[config.mk]
export PLATFORM = sky130hd
export DESIGN_NAME = fp32_add_norm_round
export DESIGN_NICKNAME = d
export VERILOG_FILES = /design/src/rtl/fp32_add_norm_round.sv
export SDC_FILE = /design/constraint.sdc
export NUM_CORES = 1
export LEC_CHECK = 0
export ABC_AREA = 1
export BUFFER_PORTS_ARGS = -buffer_cell sky130_fd_sc_hd__buf_4
export CAP_MARGIN = 10
export CORE_MARGIN = 4
export CORE_UTILIZATION = 35
export DETAILED_ROUTE_END_ITERATION = 7
export PLACE_DENSITY = 0.54
export RECOVER_POWER = 25
export SYNTH_ARGS = -nofsm -noshare
export SYNTH_HDL_FRONTEND = slang
export SYNTH_SLANG_ARGS = --single-unit
[constraint.sdc]
create_clock -name clk -period 8.9 [get_ports clk]
set_input_delay 0.89 -clock clk [delete_from_list [all_inputs] [get_ports clk]]
set_output_delay 0.89 -clock clk [all_outputs]
set_load 0.03 [all_outputs]
[src/rtl/fp32_add_norm_round.sv]
// Normalize / round-to-nearest-even / pack stage of the single-precision adder.
// Two registered stages (normalize, round+pack) with valid/ready on both sides.
module fp32_add_norm_round #(
  parameter int unsigned EXP_W  = 8,
  parameter int unsigned FRAC_W = 23
) (
  input  logic                      clk,
  input  logic                      rst,
  input  logic                      in_valid,
  output logic                      in_ready,
  input  logic                      in_sign,
  input  logic [EXP_W-1:0]          in_exp,
  input  logic [FRAC_W+4:0]         in_mant,
  output logic                      out_valid,
  input  logic                      out_ready,
  output logic [EXP_W+FRAC_W:0]     result,
  output logic                      overflow,
  output logic                      underflow,
  output logic                      inexact
);

  // Normalized mantissa: hidden, fraction, guard, round, sticky.
  localparam int unsigned MW  = FRAC_W + 4;
  localparam int unsigned EW  = EXP_W + 2;
  localparam int unsigned LzW = $clog2(MW);
  localparam logic [EW-1:0] ExpMax = EW'((1 << EXP_W) - 1);

  logic                 s1_valid_q, s1_sign_q, s1_zero_q, s1_flush_q;
  logic [EW-1:0]        s1_exp_q;
  logic [MW-1:0]        s1_mant_q;
  logic                 out_valid_q, overflow_q, underflow_q, inexact_q;
  logic [EXP_W+FRAC_W:0] result_q;

  logic s1_adv, s2_adv;

  assign s2_adv   = !out_valid_q || out_ready;
  assign s1_adv   = !s1_valid_q || s2_adv;
  assign in_ready = s1_adv;

  // Stage 1: leading-zero count and normalization shift.
  logic [LzW-1:0] lz;
  logic           lz_found;
  logic [MW-1:0]  norm_mant;
  logic [EW-1:0]  exp_ext, norm_exp;
  logic           norm_zero, norm_flush;

  always_comb begin
    lz       = '0;
    lz_found = 1'b0;
    for (int i = MW - 1; i >= 0; i--) begin
      if (!lz_found && in_mant[i]) begin
        lz       = LzW'(MW - 1 - i);
        lz_found = 1'b1;
      end
    end
    exp_ext   = {2'b00, in_exp};
    norm_zero = (in_mant == '0);
    if (in_mant[MW]) begin
      norm_mant = {in_mant[MW:2], |in_mant[1:0]};
      norm_exp  = exp_ext + EW'(1);
    end else begin
      norm_mant = in_mant[MW-1:0] << lz;
      norm_exp  = exp_ext - EW'(lz);
    end
    // Non-positive exponent (sign bit or zero) has no representation without denormals.
    norm_flush = !norm_zero && (norm_exp[EW-1] || norm_exp == '0 || in_exp == '0);
  end

  // Stage 2: round to nearest even and pack.
  logic [FRAC_W-1:0]     frac;
  logic                  g_bit, r_bit, s_bit, round_up;
  logic [FRAC_W:0]       frac_rnd;
  logic [EW-1:0]         exp_rnd;
  logic [EXP_W+FRAC_W:0] result_d;
  logic                  overflow_d, underflow_d, inexact_d;

  always_comb begin
    frac     = s1_mant_q[MW-2:3];
    g_bit    = s1_mant_q[2];
    r_bit    = s1_mant_q[1];
    s_bit    = s1_mant_q[0];
    round_up = g_bit && (r_bit || s_bit || frac[0]);
    frac_rnd = {1'b0, frac} + (FRAC_W + 1)'(round_up);
    exp_rnd  = s1_exp_q + EW'(frac_rnd[FRAC_W]);

    result_d    = {s1_sign_q, exp_rnd[EXP_W-1:0], frac_rnd[FRAC_W-1:0]};
    overflow_d  = 1'b0;
    underflow_d = 1'b0;
    inexact_d   = g_bit | r_bit | s_bit;
    if (s1_zero_q) begin
      result_d  = '0;
      inexact_d = 1'b0;
    end else if (s1_flush_q) begin
      result_d    = {s1_sign_q, {(EXP_W + FRAC_W){1'b0}}};
      underflow_d = 1'b1;
      inexact_d   = 1'b1;
    end else if (exp_rnd >= ExpMax) begin
      result_d   = {s1_sign_q, {EXP_W{1'b1}}, {FRAC_W{1'b0}}};
      overflow_d = 1'b1;
      inexact_d  = 1'b1;
    end
  end

  always_ff @(posedge clk) begin
    if (rst) begin
      s1_valid_q  <= 1'b0;
      s1_sign_q   <= 1'b0;
      s1_zero_q   <= 1'b0;
      s1_flush_q  <= 1'b0;
      s1_exp_q    <= '0;
      s1_mant_q   <= '0;
      out_valid_q <= 1'b0;
      result_q    <= '0;
      overflow_q  <= 1'b0;
      underflow_q <= 1'b0;
      inexact_q   <= 1'b0;
    end else begin
      if (s1_adv) begin
        s1_valid_q <= in_valid;
        if (in_valid) begin
          s1_sign_q  <= in_sign & ~norm_zero;
          s1_zero_q  <= norm_zero;
          s1_flush_q <= norm_flush;
          s1_exp_q   <= norm_exp;
          s1_mant_q  <= norm_mant;
        end
      end
      if (s2_adv) begin
        out_valid_q <= s1_valid_q;
        if (s1_valid_q) begin
          result_q    <= result_d;
          overflow_q  <= overflow_d;
          underflow_q <= underflow_d;
          inexact_q   <= inexact_d;
        end
      end
    end
  end

  assign out_valid = out_valid_q;
  assign result    = result_q;
  assign overflow  = overflow_q;
  assign underflow = underflow_q;
  assign inexact   = inexact_q;

endmodule

==> results.txt <==
----------------------------------------------------
[STA]
  Part of the cycle the worst path needs ... 54.27%
  Final setup violation count ... 0
  Minimum clock period after layout ... 4.830 ns
  Worst clock skew on the final layout ... 0.008190 ns
  Headroom to the max-slew limit ... -27.41%
  Number of max-slew violations in the final report ... 73
  Setup total negative slack ... 0 ns
  Unrepaired setup endpoints after global routing ... false
  Setup ws final ... 4.070 ns
  Peak clock frequency supported by timing ... 207.0 MHz
  Final hold violations ... 0
  Worst slew pin tran ... 1.911 ns

[Synth]
  Number of synthesized flops with an enable pin ... 0
  Yosys reg bits ... 76
  Post-Synthesis Net Count ... 1,037
  Sequential fraction of the synthesis area ... 24.69%
  Post-Syn Area per Cell ... 6.262 sq um
  Count of yosys warnings during synthesis ... 0
  Synth async-reset ratio ... 0%
  Leading register cell type out of synthesis ... sky130_fd_sc_hd__dfxtp_1
  Cells after Synth ... 984
  Unique masters post-synth ... 52
  Synthesized area ... 6162 sq um

[Clock network]
  Inserted Clock Buffers ... 9
  Hold_buf cts ... 0
  Worst skew pair latency ... 0.34 ns
  Total number of clock tree sinks ... 76
  Number of resized instances in the post-cts repair step ... 0
  Worst-case clock buffer depth ... 2
  CTS H-tree depth ... 3
  Cell chosen for the clock root ... sky130_fd_sc_hd__clkbuf_16
  TritonCTS clock tree ... done
  Register clock-pin slew on the reported worst setup and hold paths ... 0.06 ns
  Post-CTS setup repair buffer count ... 0

[Worst setup path]
  Worst setup path start ... s1_mant_q[2]
  Critical R2R Launch ... s1_mant_q[2]
  Element type at the critical path start ... register
  Most prevalent standard cell on the critical path ... sky130_fd_sc_hd__nand2_1
  End point of the critical path ... result[22]
  Signal arrival time at the worst endpoint ... 5.10 ns
  Endpoint required time on the critical path ... 9.17 ns
  Critical setup path kind ... register to register
  Slowest stage cell, crit path ... sky130_fd_sc_hd__nor2_2
  Worst Reg2Reg Path Length in Cells ... 28
  FF-to-FF setup slack ... 4.07 ns
  Crit-path max FO ... 17
  Crit. End Element ... register
  Slowest cell delay on critical path ... 0.53 ns
  R2R Path End ... result[22]

[Route]
  Via total after detailed routing ... 6,806
  Routed wire length ... 20,510 um
  Number of iterations in the first detailed-routing pass ... 5
  Routed Antenna Nets ... 0
  Wirelength per Cell ... 16.38 um
  DRC violation count after routing ... 0
  Initial detailed-routing violation count ... 510
  Via-to-Cell Ratio ... 5.436

[Power and ir drop]
  Switching fraction of total power ... 32.10%
  Static leakage ... 3.096 nW
  Peak VDD IR ... 104.8 uV
  Net switching component of the power ... 315.4 uW
  Sequential group share of total power ... 38.5%
  Power density over the cells ... 141.9 nW/um^2
  Clock network power share ... 37.2%
  Portion of total power attributed to combinational logic ... 24.3%
  Cell Int Power ... 667.1 uW
  Final Power ... 982.5 uW

[Layout]
  Most frequent cells in the layout ... 244 x sky130_fd_sc_hd__nand2_1, 126 x sky130_fd_sc_hd__nand3_1, 100 x sky130_fd_sc_hd__a21oi_1
  Final cell count without fillers ... 1,252
  Layout net count ... 1,075
  Antenna cells ... 0
  Largest register FFs ... 32
  Fraction of final layout cells with drive strength greater than 1 ... 11.59%
  Layout overhead on the synthesized area ... 12.39%
  Leading cell type in the layout, fill and taps excluded ... sky130_fd_sc_hd__nand2_1

[Place]
  Number of buffers added on ports ... 77
  Global placer's final weighted congestion ... 0.9223
  Cell count after placement ... 1,236
  Setup Slack @ Placement ... 3.921 ns
  Total half-perimeter wirelength after legalization and detailed placement ... 15,300 um

[Run status]
  Result of the run ... finished with violations
  Violated checks ... max-capacitance violations, max-slew violations

[Global route]
  Largest net degree at the start of global routing ... 45
  Total congestion overflow ... 0
  Total Routing Usage GR ... 20.67%
  Via count of the first global-routing pass ... 6,329
  Wire length of the first global-routing pass ... 33,510 um
  Antenna violations before repair ... 0

[Floorplan]
  Core area ... 17,300 sq um
  Y dimension of the die ... 140.7 um
  Count of boundary I/O pins ... 78
  Initial Util ... 35.63%
  Number of rows in the core area ... 48
  Die Outline Area ... 19,790 sq um
  Width of the die ... 140.7 um

[Worst hold path]
  Worst min-delay path class ... register to register
  Hold Path Depth ... 2

[Flow run]
  Number of max-cap violations ... 2

----------------------------------------------------
[area by class of cell]
| type | count | area, sq um |
|---|---|---|
| Multi-Input combinational cell | 756 | 3940 |
| Clock buffer | 12 | 256.5 |
| Timing Repair Buffer | 79 | 495.5 |
| Tap cell | 225 | 281.5 |
| Clock inverter | 4 | 47.55 |
| Sequential cell | 76 | 1521 |
| Fill cell | 1933 | 10370 |
| Inverter | 100 | 382.9 |
[metal layers]
metal  track usage [%]  vias to the layer above  wire [um]
met3             2.442                       32       1248
met4             7.904                        0        558
met5                 0                        -          0
li1                  -                     3430          -
met1             30.53                     3101      10050
met2             30.65                      243       8649
[worst max-delay path: cells and delay by family (launching register included)]
| kind | cells | cell delay (ns) |
|---|---|---|
| simple gates | 20 | 3.15 |
| flops | 1 | 0.39 |
| buf+inv | 3 | 0.40 |
| xor+xnor | 1 | 0.13 |
| compound gates | 2 | 0.28 |
| fa+ha+maj | 2 | 0.42 |
[synth_stat cells, drive strengths merged (4+ instances only)]
master | instances | area share, %
a211oi | 5 | 0.69
a21oi | 101 | 8.3
a22oi | 5 | 0.61
a31oi | 4 | 0.41
buf | 30 | 3.8
clkbuf | 22 | 1.3
dfxtp | 76 | 25
ha | 11 | 2.2
inv | 100 | 6.2
nand2 | 252 | 16
nand3 | 139 | 12
nand4 | 56 | 6.1
nor2 | 71 | 5.2
nor3 | 9 | 0.89
nor4 | 5 | 0.61
o211ai | 13 | 1.6
o21ai | 52 | 4.2
or2 | 4 | 0.41
xnor2 | 4 | 0.57
xor2 | 8 | 1.1
[kinds of logic (layout without fill, tap and decap cells)]
group | count (synthesis) | in the layout | share of synthesized area (%)
and+or+nand+nor | 541 | 541 | 42.34
AOI/OAI and AO/OA | 190 | 190 | 17.18
buffers and inverters | 152 | 195 | 11.37
DFF | 76 | 76 | 24.69
adders and majority gates | 12 | 12 | 2.558
xor gates and xnor gates | 12 | 12 | 1.706
muxes | 1 | 1 | 0.1624
[through the flow]
step	utilization, %	area, sq um	hold WS, ns
finish	40.04	6925	0.4633
global placement	38.85	6719	0.4543
CTS	40.60	7023	0.4664
floorplan	-	6162	0.4394
detailed placement	38.85	6719	0.4578
global route	40.04	6925	0.4835
[worst min path at each step]
stage                 end        from  slack, ns
5_1_grt           inexact     inexact       0.48
3_3_place_gp   result[31]  result[31]       0.45
3_5_place_dp   result[17]  result[17]       0.46
2_1_floorplan  result[31]   s1_sign_q       0.44
6_report       result[17]  result[17]       0.46
4_1_cts        result[17]  result[17]       0.47
[power by group through the flow]
stage          registers, mW  clock network (mW)  logic (mW)
2_1_floorplan          0.392                   0       0.155
3_3_place_gp           0.385                   0       0.239
3_5_place_dp           0.385                   0       0.238
4_1_cts                0.378               0.375       0.239
5_1_grt                0.381               0.392       0.268
6_report               0.378               0.366       0.239
Note: power is estimated with default switching activity, not from simulation.
